**src/rtl/rr_mux4_arbiter_pkg.sv**
```systemverilog
// Shared types and constants for the four-way round-robin mux arbiter.
// Holds the FSM state encoding and the grant-vector helper.
package rr_mux4_arbiter_pkg;

  localparam int NUM_REQ = 4;
  localparam int SEL_W   = 2;

  typedef enum logic {
    IDLE  = 1'b0,
    GRANT = 1'b1
  } state_e;

  function automatic logic [NUM_REQ-1:0] onehot4(input logic [SEL_W-1:0] idx);
    logic [NUM_REQ-1:0] vec;
    vec = 4'b0001 << idx;
    return vec;
  endfunction

endpackage

```
**src/rtl/rr_mux4_arbiter_if.sv**
```systemverilog
// Request/data bus between the requesters and the arbiter.
// Requesters drive req/din; the arbiter returns grant/sel/busy/dout.
interface rr_mux4_arbiter_if;
  import rr_mux4_arbiter_pkg::*;

  logic [NUM_REQ-1:0] req;
  logic [NUM_REQ-1:0] din;
  logic [NUM_REQ-1:0] grant;
  logic [SEL_W-1:0]   sel;
  logic               busy;
  logic               dout;

  modport master (
    output req,
    output din,
    input  grant,
    input  sel,
    input  busy,
    input  dout
  );

  modport slave (
    input  req,
    input  din,
    output grant,
    output sel,
    output busy,
    output dout
  );

endinterface

```
**src/rtl/rr_mux4_arbiter_pick4.sv**
```systemverilog
// Rotating-priority picker: search starts just after 'last', so 'last'
// itself is considered only when no other requester is asking.
module rr_pick4
  import rr_mux4_arbiter_pkg::*;
(
  input  logic [NUM_REQ-1:0] req,
  input  logic [SEL_W-1:0]   last,
  output logic               any,
  output logic [SEL_W-1:0]   win
);

  logic [NUM_REQ-1:0] rot_s;
  logic [SEL_W-1:0]   off_s;
  logic [SEL_W-1:0]   idx_s;

  // rotate so bit 0 is the highest-priority requester, then priority-encode
  always_comb begin
    rot_s = 4'b0000;
    idx_s = 2'd0;
    for (int j = 0; j < NUM_REQ; j++) begin
      idx_s    = last + SEL_W'(j) + 2'd1;
      rot_s[j] = req[idx_s];
    end
    casez (rot_s)
      4'b???1: off_s = 2'd0;
      4'b??10: off_s = 2'd1;
      4'b?100: off_s = 2'd2;
      4'b1000: off_s = 2'd3;
      default: off_s = 2'd0;
    endcase
    any = |req;
    win = last + off_s + 2'd1;
  end

endmodule

```
**src/rtl/rr_mux4_arbiter.sv**
```systemverilog
// Round-robin owner of a shared 4:1 one-bit mux path with a bounded tenure;
// all outputs registered, no combinational path from req to grant.
module rr_mux4_arbiter
  import rr_mux4_arbiter_pkg::*;
#(
  parameter int MAX_HOLD = 8,
  parameter int CNT_W    = 8
) (
  input  logic              clk,
  input  logic              rst,
  rr_mux4_arbiter_if.slave  bus
);

  state_e             state_q, state_d;
  logic [CNT_W-1:0]   cnt_q, cnt_d;
  logic [SEL_W-1:0]   last_q, last_d;
  logic [SEL_W-1:0]   sel_q, sel_d;
  logic [NUM_REQ-1:0] grant_q, grant_d;
  logic               busy_q, busy_d;
  logic               dout_q, dout_d;

  logic               any_s;
  logic [SEL_W-1:0]   win_s;
  logic [SEL_W-1:0]   pick_last_s;
  logic               release_s;

  // While granted, the current owner is the rotation origin, so one picker
  // serves both the idle decision and the same-edge handoff.
  assign pick_last_s = (state_q == GRANT) ? sel_q : last_q;
  assign release_s   = (~bus.req[sel_q]) | (cnt_q == CNT_W'(MAX_HOLD));

  rr_pick4 u_pick (
    .req  (bus.req),
    .last (pick_last_s),
    .any  (any_s),
    .win  (win_s)
  );

  // next-state, tenure counter and output decode
  always_comb begin
    state_d = state_q;
    cnt_d   = cnt_q;
    last_d  = last_q;
    sel_d   = sel_q;
    grant_d = grant_q;
    busy_d  = busy_q;
    dout_d  = busy_q ? bus.din[sel_q] : 1'b0;
    case (state_q)
      IDLE: begin
        if (any_s) begin
          state_d = GRANT;
          grant_d = onehot4(win_s);
          sel_d   = win_s;
          busy_d  = 1'b1;
          cnt_d   = CNT_W'(1);
        end else begin
          grant_d = 4'b0000;
          busy_d  = 1'b0;
          cnt_d   = {CNT_W{1'b0}};
        end
      end
      GRANT: begin
        if (release_s) begin
          last_d = sel_q;
          if (any_s) begin
            grant_d = onehot4(win_s);
            sel_d   = win_s;
            cnt_d   = CNT_W'(1);
          end else begin
            state_d = IDLE;
            grant_d = 4'b0000;
            busy_d  = 1'b0;
            cnt_d   = {CNT_W{1'b0}};
          end
        end else begin
          cnt_d = cnt_q + CNT_W'(1);
        end
      end
      default: begin
        state_d = IDLE;
        grant_d = 4'b0000;
        busy_d  = 1'b0;
        cnt_d   = {CNT_W{1'b0}};
      end
    endcase
  end

  // state and output registers; last resets to 3 so requester 0 wins first
  always_ff @(posedge clk or posedge rst) begin
    if (rst) begin
      state_q <= IDLE;
      cnt_q   <= {CNT_W{1'b0}};
      last_q  <= 2'd3;
      sel_q   <= 2'd0;
      grant_q <= 4'b0000;
      busy_q  <= 1'b0;
      dout_q  <= 1'b0;
    end else begin
      state_q <= state_d;
      cnt_q   <= cnt_d;
      last_q  <= last_d;
      sel_q   <= sel_d;
      grant_q <= grant_d;
      busy_q  <= busy_d;
      dout_q  <= dout_d;
    end
  end

  assign bus.grant = grant_q;
  assign bus.sel   = sel_q;
  assign bus.busy  = busy_q;
  assign bus.dout  = dout_q;

endmodule

```
**src/flat_wrapper.sv**
```systemverilog
// flat-port wrapper written by rule: the top's interface ports become plain ports
module rr_mux4_arbiter_flat import rr_mux4_arbiter_pkg::*;
#(
  parameter int MAX_HOLD = 8,
  parameter int CNT_W    = 8
)
  (clk, rst, bus_req, bus_din, bus_grant, bus_sel, bus_busy, bus_dout);
  rr_mux4_arbiter_if bus_i ();
  input  logic clk;
  input  logic rst;
  input wire logic [$bits(bus_i.req)-1:0] bus_req;
  input wire logic [$bits(bus_i.din)-1:0] bus_din;
  output wire logic [$bits(bus_i.grant)-1:0] bus_grant;
  output wire logic [$bits(bus_i.sel)-1:0] bus_sel;
  output wire logic [$bits(bus_i.busy)-1:0] bus_busy;
  output wire logic [$bits(bus_i.dout)-1:0] bus_dout;
  assign bus_i.req = bus_req;
  assign bus_i.din = bus_din;
  assign bus_grant = bus_i.grant;
  assign bus_sel = bus_i.sel;
  assign bus_busy = bus_i.busy;
  assign bus_dout = bus_i.dout;
  rr_mux4_arbiter #(.MAX_HOLD(MAX_HOLD), .CNT_W(CNT_W)) u_core (.clk(clk), .rst(rst), .bus(bus_i));
endmodule
```
**config.mk**
```make
export PLATFORM = sky130hd
export DESIGN_NAME = rr_mux4_arbiter_flat
export DESIGN_NICKNAME = d
export VERILOG_FILES = /design/src/rtl/rr_mux4_arbiter_pkg.sv /design/src/rtl/rr_mux4_arbiter_if.sv /design/src/rtl/rr_mux4_arbiter_pick4.sv /design/src/rtl/rr_mux4_arbiter.sv /design/src/flat_wrapper.sv
export SDC_FILE = /design/constraint.sdc
export NUM_CORES = 1
export LEC_CHECK = 0
export BUFFER_PORTS_ARGS = -buffer_cell sky130_fd_sc_hd__buf_2
export CAP_MARGIN = 10
export CORE_MARGIN = 2
export CORE_UTILIZATION = 50
export DETAILED_ROUTE_END_ITERATION = 6
export HOLD_SLACK_MARGIN = 0.12
export PLACE_DENSITY = 0.72
export SLEW_MARGIN = 20
export SYNTH_ARGS = -nofsm -noshare
export SYNTH_HDL_FRONTEND = slang
export SYNTH_SLANG_ARGS = --single-unit
```
**constraint.sdc**
```tcl
create_clock -name clk -period 4.2 [get_ports clk]
set_input_delay 0.42 -clock clk [delete_from_list [all_inputs] [get_ports clk]]
set_output_delay 0.42 -clock clk [all_outputs]
set_load 0.02 [all_outputs]
```
==> key figures, run 1 <==
Run status
  – Status: finished, final reports clean

Clock tree
  – Clock transition at path regs: 0.11 ns
  – CTS Sinks: 19
  – TritonCTS Buffers: 3
  – Clk buf depth: 2
  – Setup Fix Bufs, Post-CTS: 0
  – CTS tree: done
  – Worst-skew pair later-pin latency: 0.30 ns
  – Post_cts resized: 0
  – CTS Hold Bufs: 0
  – CTS Root Cell: clkbuf_4
  – H-tree depth: 1

Placed design
  – Placed Instances: 143
  – Post-DP HPWL: 1530 um
  – Worst slack, placed: 1.51 ns
  – Gpl congestion: 0.901
  – IO buf count: 17
  – Dpl cell area: 0.00120 mm^2

Die
  – Die X: 50.7 um
  – Die height: 50.7 um
  – Total core area: 0.00200 mm^2
  – Die area: 0.00257 mm^2
  – Num rows: 16
  – Initial Util: 0.544
  – Boundary Pins: 18

Worst setup path
  – Critical path launch point type: flip-flop
  – Crit path max fanout: 7
  – Combined buffer and inverter count along the critical path: 0
  – Worst path cell trace: mux2i_2 > nand2_1 > a2bb2oi_1 > o32ai_1 > o21ai_0 > ha_1 > xnor2_1 > or3_1 > o211ai_2 > a32o_2
  – Family with the most delay on the worst path: compound AO/OA/AOI/OAI gates
  – Type of the worst setup path: flip-flop to flip-flop
  – Worst path arrival time: 3.00 ns
  – Worst path max stage delay: 0.52 ns
  – WP data required: 4.45 ns
  – Crit. End Element: flip-flop
  – Slowest-stage cell, CP: dfrtp_1

Cells and area
  – FF/Latch Area: 478 um^2
  – Most frequent cells in the layout: buf_2 (17), dfrtp_1 (17), nor2_1 (9)
  – Net count, final: 134
  – Finished Core Util: 0.611
  – Filler cell count: 183
  – Final Non-Filler Cells: 147
  – Number of diodes: 0
  – Area Overhead vs Synth: 12.4%
  – Share of layout cells above drive strength 1: 0.333
  – Post-route cell area: 0.00122 mm^2
  – Area occupied by multi-input gates: 562 um^2

STA
  – Clk_skew: 0.00182 ns
  – RSZ-0062 raised after global routing: false
  – Max-slew headroom at the worst pin: 0.535
  – Setup ws final: 1.45 ns
  – Worst Max-Slew Pin Slew: 0.697 ns
  – Fin crit share: 0.656
  – Final Max Slew Viols: 0
  – Final setup fails: 0
  – F_max: 363 MHz
  – Sum Neg Setup Slack: 0 ns
  – Final Hold Viols: 0
  – Min Tclk post-route: 2.75 ns
  – Worst hold margin: 0.210 ns

Run
  – Max-cap violation count: 0

Pwr
  – Overall power: 0.815 mW
  – Sw Share: 0.412
  – Power share of the combinational group: 0.523
  – Clock Power Share: 0.115
  – Net Switching: 0.335 mW
  – Max VDD drop: 0.000461 V
  – Pint: 0.480 mW
  – Power per standard cell area: 666 mW/mm^2
  – P_leak: 0.574 nW
  – Sequential power share: 0.361

Routing
  – Drt initial violations: 14
  – First drt pass iteration count: 4
  – DR vias: 821
  – Final wirelength: 2060 um
  – DRC Markers: 0
  – Routed vias/inst: 5.59
  – WL/cell: 14.0 um
  – Post-DRT Antenna Nets: 0

Yosys
  – Synth Register Bits: 19
  – Yosys cell types: 39
  – Syn avg cell area: 10.8 um^2
  – Syn. warnings: 0
  – Mapped Area: 0.00109 mm^2
  – Post-Syn Nets: 114
  – Mapped Cells: 101
  – Seq/Total Area, Yosys: 0.439

GRT
  – Met1 usage: 0.261
  – Number of global-route vias before repair: 808
  – Gr usage total: 0.189
  – GRT Residual Overflow: 0
  – GR met2 Demand/Resource: 0.289
  – Most crowded layer after global routing: met2
  – Largest net degree at the start of global routing: 20
  – Met3 Track Usage GR: 0.0476
  – First-pass GRT wire length: 3590 um
  – Initial antenna violation count: 0

Worst hold path
  – Hold WC Path Type: primary input to async pin
-- final timing paths --
path                                     startpoint             endpoint  slack, ns  cells past startpoint
worst min register to register  u_core.bus.grant[1]  u_core.bus.grant[1]       0.49                      2
max in group asynchronous                       rst      u_core.cnt_q[5]       3.55                      2
min in group clk                u_core.bus.grant[1]  u_core.bus.grant[1]       0.49                      2
worst max-delay path                 u_core.state_q  u_core.bus.grant[2]       1.45                     10
worst min-delay path                            rst  u_core.bus.grant[1]       0.21                      2
worst max register to register       u_core.state_q  u_core.bus.grant[2]       1.45                     10
-- cell families (layout without fill, tap and decap cells) --
| logic type | after synthesis | in the layout | share of synthesized area |
|---|---|---|---|
| buffers and inverters | 11 | 30 | 0.0448 |
| flip-flops | 19 | 19 | 0.439 |
| AO/OA/AOI/OAI | 21 | 21 | 0.160 |
| XOR/XNOR | 8 | 8 | 0.0644 |
| adder cells (fa/ha/maj) | 3 | 3 | 0.0345 |
| multiplexers | 8 | 8 | 0.113 |
| AND/OR/NAND/NOR | 31 | 31 | 0.145 |
-- registers in the layout, indices dropped and copies added (netlist names) --
register / flops
u_core.cnt_q: 8
u_core.bus.grant: 4
u_core.bus.sel: 2
u_core.last_q: 2
u_core.bus.busy: 1
u_core.bus.dout: 1
u_core.state_q: 1
-- power by group through the flow --
| stage | Clock, mW | Combinational [mW] | Sequential (mW) |
|---|---|---|---|
| 2_1_floorplan | 0 | 0.301 | 0.323 |
| 3_3_place_gp | 0 | 0.413 | 0.298 |
| 3_5_place_dp | 0 | 0.426 | 0.297 |
| 4_1_cts | 0.0972 | 0.429 | 0.294 |
| 5_1_grt | 0.105 | 0.480 | 0.302 |
| 6_report | 0.0940 | 0.426 | 0.295 |
-- cell type report --
| class | count | share of cell area |
|---|---|---|
| well taps | 27 | 0.0276 |
| multi-input cells | 71 | 0.459 |
| inverters | 8 | 0.0245 |
| flip-flops and latches | 19 | 0.391 |
| clock inverters | 1 | 0.00409 |
| repair buffers | 18 | 0.0757 |
| clock buffers | 3 | 0.0184 |
-- Yosys cell counts --
library cell	instances	area share
or3b_2	1	0.0080
o21ai_0	3	0.014
o21ai_1	1	0.0046
a2111o_1	2	0.021
mux2_2	3	0.031
nor4_1	3	0.017
dfrtp_1	17	0.39
or4b_1	1	0.0092
and3_1	2	0.011
nand2_1	7	0.024
mux2_4	2	0.028
inv_2	1	0.0034
o211ai_2	1	0.011
clkbuf_1	2	0.0069
o21a_1	1	0.0069
dfstp_2	2	0.048
nor2b_1	1	0.0058
ha_1	3	0.034
nand2b_1	1	0.0058
xor2_1	2	0.016
buf_6	1	0.010
or3_1	1	0.0058
inv_1	7	0.024
nor2_2	1	0.0058
a211o_1	1	0.0080
o221ai_1	1	0.0080
mux4_2	2	0.041
and2_1	2	0.011
nor2_1	9	0.031
a21oi_1	4	0.018
o41ai_2	1	0.015
a32o_2	2	0.021
o211a_2	1	0.0092
o211ai_1	1	0.0069
a2bb2oi_1	1	0.0080
xnor2_1	6	0.048
o32ai_1	1	0.0080
mux2i_2	1	0.013
nand3_1	2	0.0092
-- per-layer routing --
| metal | part of all wire | vias up |
|---|---|---|
| li1 | - | 401 |
| met1 | 0.47 | 390 |
| met2 | 0.45 | 28 |
| met3 | 0.063 | 2 |
| met4 | 0.012 | 0 |
| met5 | 0 | - |
-- worst reg2reg max path, delay by kind of cell, from the launching register on --
kind                     cells  cell delay, ns
XOR/XNOR                     1            0.12
AND/OR/NAND/NOR              2            0.51
adder cells (fa/ha/maj)      1            0.24
AO/OA/AOI/OAI                5            0.90
flip-flops                   1            0.52
multiplexers                 1            0.40
Note: power is estimated with default switching activity, not from simulation.
==> run 2: changes to the inputs <==
Settings changed: CORE_UTILIZATION 50 to 49, PLACE_DENSITY 0.72 to 0.74.
Clock period 4.2 ns to 2.3 ns, I/O delays scaled along.
==> run 2 against run 1 <==
  * Flip-flop and latch count stayed put
  * Fmax is 14% higher
  * Setup slack worse by 1.6 ns
  * Total power is 110% higher
  * Critical path type unchanged
  * Register-to-register slack worse by 1.6 ns
  * Utilization is 1.5 points higher
  * Largest power group unchanged
  * The run now ends with negative setup slack left
  * Sequential share of layout area is 3.4 points lower
  * Clock skew hardly changed
==> key figures, run 2 (same netlist as run 1, synthesis figures left out) <==
Worst setup path
  – Type of the worst setup path: flip-flop to flip-flop
  – Worst path arrival time: 2.66 ns
  – WP data required: 2.54 ns
  – R2r setup slk: -0.12 ns
  – Reg-to-Reg End: u_core.bus.grant[2]
  – Crit path max fanout: 5
  – Crit. End Element: flip-flop
  – R2R depth: 10
  – R2R Path Start: u_core.state_q
  – Critical path launch point type: flip-flop

Pwr
  – P_leak: 0.622 nW
  – Overall power: 1.67 mW
  – Power per standard cell area: 1240 mW/mm^2
  – Max VDD drop: 0.000781 V

Cells and area
  – Area Overhead vs Synth: 23.7%
  – Most frequent cells in the layout: buf_2 (17), dfrtp_1 (15), nor2_1 (9), buf_4 (9), inv_1 (7)
  – Post-route cell area: 0.00135 mm^2
  – Net count, final: 143
  – Finished Core Util: 0.627
  – Number of diodes: 0
  – Share of layout cells above drive strength 1: 0.434
  – Largest register FFs: 8
  – Reg with most FFs: u_core.cnt_q
  – Commonest non-fill, non-tap cell in the layout: buf_2

Die
  – Die area: 0.00261 mm^2
  – Initial Util: 0.507
  – Boundary Pins: 18
  – Die X: 51.1 um
  – Die height: 51.1 um
  – Total core area: 0.00215 mm^2
  – Num rows: 17

Clock tree
  – CTS Root Cell: clkbuf_4
  – Clk buf depth: 2
  – CTS tree: done
  – CTS Sinks: 19
  – Clock transition at path regs: 0.11 ns
  – H-tree depth: 1
  – TritonCTS Buffers: 3
  – Worst-skew pair later-pin latency: 0.29 ns

GRT
  – Gr usage total: 0.190
  – Number of global-route vias before repair: 852
  – Largest net degree at the start of global routing: 20
  – Initial antenna violation count: 0
  – First-pass GRT wire length: 3730 um
  – GRT Residual Overflow: 0

STA
  – Setup ws final: -0.115 ns
  – Min Tclk post-route: 2.42 ns
  – Sum Neg Setup Slack: -0.445 ns
  – Final Max Slew Viols: 0
  – RSZ-0062 raised after global routing: true
  – Max-slew headroom at the worst pin: 0.538
  – Clk_skew: 0.00206 ns
  – Final Hold Viols: 0
  – Worst Max-Slew Pin Slew: 0.692 ns
  – Fin crit share: 1.05
  – Final setup fails: 5
  – F_max: 414 MHz

Routing
  – DRC Markers: 0
  – Post-DRT Antenna Nets: 0
  – DR vias: 852
  – WL/cell: 13.9 um
  – First drt pass iteration count: 4
  – Drt initial violations: 11
  – Routed vias/inst: 5.43
  – Final wirelength: 2180 um

Worst hold path
  – Hold WC Path Type: primary input to flip-flop
  – Hold_sp: bus_din[0]
  – Hold Crit Endpoint: u_core.bus.dout
  – Depth of the worst hold-timing path: 3

Placed design
  – Post-DP HPWL: 1540 um
  – Dpl cell area: 0.00126 mm^2
  – IO buf count: 17
  – Gpl congestion: 0.816

Run status
  – Failing checks: negative setup slack
  – Status: complete, but fails checks

Run
  – Max-cap violation count: 0
-- run 2: layout make-up --
| class | instances | area [um^2] |
|---|---|---|
| Fill cell | 178 | 802 |
| Inverter | 8 | 30.0 |
| Sequential cell | 19 | 480 |
| Timing Repair Buffer | 27 | 163 |
| Tap cell | 28 | 35.0 |
| Clock inverter | 1 | 5.00 |
| Multi-Input combinational cell | 71 | 611 |
| Clock buffer | 3 | 22.5 |
-- run 2: per-layer routing --
metal / vias up / global-route usage / part of all wire
met5: - / 0 / 0
met4: 0 / 0.0901 / 0.013
met3: 4 / 0.0292 / 0.045
met2: 24 / 0.281 / 0.47
met1: 403 / 0.272 / 0.47
li1: 421 / - / -
-- run 2: worst max-delay path, cell delays in order (launching register included) --
cell,delay [ns]
dfrtp_2,0.46
mux2i_4,0.27
nand2_1,0.09
a21oi_1,0.17
o221ai_1,0.15
o21ai_1,0.12
ha_2,0.23
xnor2_2,0.09
or3_4,0.34
o211ai_4,0.23
a32o_2,0.20
-- run 2: how the worst max path moves through the flow --
stage | end | from | slack (ns)
2_1_floorplan | u_core.bus.grant[2] | u_core.state_q | 0.05
3_3_place_gp | u_core.bus.grant[3] | u_core.state_q | -0.01
3_5_place_dp | u_core.bus.grant[3] | u_core.state_q | -0.15
4_1_cts | u_core.bus.grant[2] | u_core.state_q | -0.01
5_1_grt | u_core.bus.grant[2] | u_core.state_q | -0.29
6_report | u_core.bus.grant[2] | u_core.state_q | -0.12
-- run 2: stage by stage --
stage	std cells	setup WS, ns	hold WS [ns]
floorplan	101	0.0494	0.180
global placement	151	-0.0137	0.371
detailed placement	151	-0.146	0.382
CTS	157	-0.0125	0.366
global route	157	-0.287	0.359
finish	157	-0.115	0.366
-- run 2: what timing repair did --
item                       CTS  global route
hold endpoints to repair    17             0
resized for setup            3             4
hold buffers                 1             0
setup buffers                1             0
pin swaps                    7             1
setup endpoints to repair    5             5
-- run 2: report_power, final --
group          leakage [nW]  internal [mW]  switching [mW]
combinational         0.370          0.498           0.476
sequential            0.235          0.449          0.0791
clock                0.0177         0.0647           0.106
total                 0.622           1.01           0.661
==> run 3: changes to the inputs <==
Settings changed: CORE_UTILIZATION 49 to 50, GPL_TIMING_DRIVEN set to 0, PLACE_DENSITY 0.74 to 0.72.
Clock period 2.3 ns to 2.4 ns, I/O delays scaled along.
==> run 3 against run 2 <==
  * The flow now finishes without violations
  * Final cell count down 3.2%
  * Setup slack better by 0.12 ns
  * First-iteration DRC count up 18%
  * Highest routed layer unchanged
  * Register-to-register slack better by 0.12 ns
  * Non-clock buffer count down 4
  * Flip-flop and latch count unchanged
==> key figures, run 3 (same netlist as run 1, synthesis figures left out) <==
Routing
  – M1 wire length: 1060 um
  – Final wirelength: 2220 um
  – Routed wl met2: 1040 um
  – DRC Markers: 0
  – Routed vias/inst: 5.66
  – WL/cell: 14.6 um
  – First drt pass iteration count: 4
  – Drt initial violations: 13
  – Met3 routed WL: 89 um
  – Uppermost layer routed: met4
  – DR vias: 860
  – Post-DRT Antenna Nets: 0

Placed design
  – Placed Instances: 144
  – Post-DP HPWL: 1580 um
  – IO buf count: 16
  – Gpl congestion: 0.811

Worst setup path
  – Critical path launch point type: flip-flop
  – Worst path max stage delay: 0.35 ns
  – Crit path max fanout: 6
  – R2R depth: 11
  – R2R Path Start: u_core.state_q
  – Reg-to-Reg End: u_core.bus.grant[2]
  – WP data required: 2.63 ns
  – Worst path arrival time: 2.63 ns
  – R2r setup slk: 0.009 ns
  – Worst path cell trace: buf_6 > mux2i_4 > nand2_2 > a2bb2oi_2 > o32ai_2 > o21ai_1 > ha_2 > xnor2_2 > or3_4 > o211ai_4 > a32o_2
  – Crit. End Element: flip-flop
  – Type of the worst setup path: flip-flop to flip-flop
  – Slowest-stage cell, CP: dfrtp_1

Cells and area
  – Share of layout cells above drive strength 1: 0.384
  – Area Overhead vs Synth: 20.5%
  – Largest register FFs: 8
  – Most frequent cells in the layout: buf_2 (16), dfrtp_1 (16), nor2_1 (9)
  – Net count, final: 139
  – Final Non-Filler Cells: 152
  – Finished Core Util: 0.655
  – Reg with most FFs: u_core.cnt_q
  – Number of diodes: 0

GRT
  – Number of global-route vias before repair: 807
  – Largest net degree at the start of global routing: 20
  – GRT Residual Overflow: 0
  – Initial antenna violation count: 0
  – First-pass GRT wire length: 3660 um
  – Gr usage total: 0.187

STA
  – Final Hold Viols: 0
  – F_max: 418 MHz
  – Max-slew headroom at the worst pin: 0.284
  – RSZ-0062 raised after global routing: true
  – Min Tclk post-route: 2.39 ns
  – Worst hold margin: 0.351 ns
  – Sum Neg Setup Slack: 0 ns
  – Final setup fails: 0
  – Final Max Slew Viols: 0
  – Clk_skew: 0.00767 ns
  – Fin crit share: 0.996
  – Worst Max-Slew Pin Slew: 1.06 ns

Pwr
  – Power per standard cell area: 1180 mW/mm^2
  – Overall power: 1.55 mW
  – Max VDD drop: 0.000720 V
  – P_leak: 0.595 nW

Clock tree
  – H-tree depth: 1
  – Clock transition at path regs: 0.11 ns
  – Worst-skew pair later-pin latency: 0.29 ns
  – TritonCTS Buffers: 3
  – CTS Sinks: 19
  – Clk buf depth: 2
  – CTS tree: done
  – CTS Root Cell: clkbuf_4

Die
  – Die area: 0.00257 mm^2
  – Initial Util: 0.544
  – Die X: 50.7 um
  – Boundary Pins: 18
  – Total core area: 0.00200 mm^2
  – Die height: 50.7 um
  – Num rows: 16

Worst hold path
  – Depth of the worst hold-timing path: 3
  – Hold_sp: bus_req[3]
  – Hold Crit Endpoint: u_core.state_q
  – Hold WC Path Type: primary input to flip-flop

Run
  – Max-cap violation count: 0

Run status
  – Status: finished, final reports clean
## run 3: what timing repair did
| item | CTS | global route |
|---|---|---|
| hold buffers | 1 | 0 |
| pin swaps | 8 | 8 |
| hold endpoints to repair | 17 | 0 |
| gates resized for setup | 7 | 2 |
| buffers inserted | 2 | 1 |
| endpoints found under the setup margin | 5 | 5 |
## run 3: worst max-delay path, delay by kind of cell, from the launching register on
kind / cells / cell delay (ns)
and+or+nand+nor: 2 / 0.44
buffers and inverters: 1 / 0.13
muxes: 1 / 0.26
xor gates and xnor gates: 1 / 0.08
AOI/OAI and AO/OA: 5 / 0.83
DFF: 1 / 0.35
adders and majority gates: 1 / 0.23
## run 3: stage by stage
stage	worst slack [ns]	instance area (um^2)
global placement	-0.244	1200
floorplan	0.0234	1090
finish	0.00934	1310
global route	-0.156	1310
CTS	-0.00878	1290
detailed placement	-0.273	1200
## run 3: cell type report
class                   count  area (um^2)
well taps                  27         33.8
plain buffers               3         18.8
fillers                   174          691
clock buffers               4         26.3
multi-input cells          71          611
flip-flops and latches     19          479
repair buffers             20          113
inverters                   8         30.0
## run 3: metal layers
layer / global-route usage / up-vias
li1: - / 413
met1: 0.273 / 420
met3: 0.0268 / 4
met5: 0 / -
met4: 0.0495 / 0
met2: 0.292 / 23
## run 3: worst max-delay path by stage
stage	from	end	slack, ns	depth (start not counted)
2_1_floorplan	u_core.state_q	u_core.bus.grant[2]	0.02	11
3_3_place_gp	u_core.state_q	u_core.bus.grant[3]	-0.24	11
3_5_place_dp	u_core.state_q	u_core.bus.grant[2]	-0.27	11
4_1_cts	u_core.state_q	u_core.bus.grant[2]	-0.009	11
5_1_grt	u_core.state_q	u_core.bus.grant[2]	-0.16	11
6_report	u_core.state_q	u_core.bus.grant[2]	0.009	11
## run 3: power breakdown
part	internal, mW	total, mW	switching, mW	leakage, nW
clock	0.0644	0.156	0.0919	0.0150
combinational	0.427	0.866	0.440	0.344
sequential	0.430	0.523	0.0934	0.236
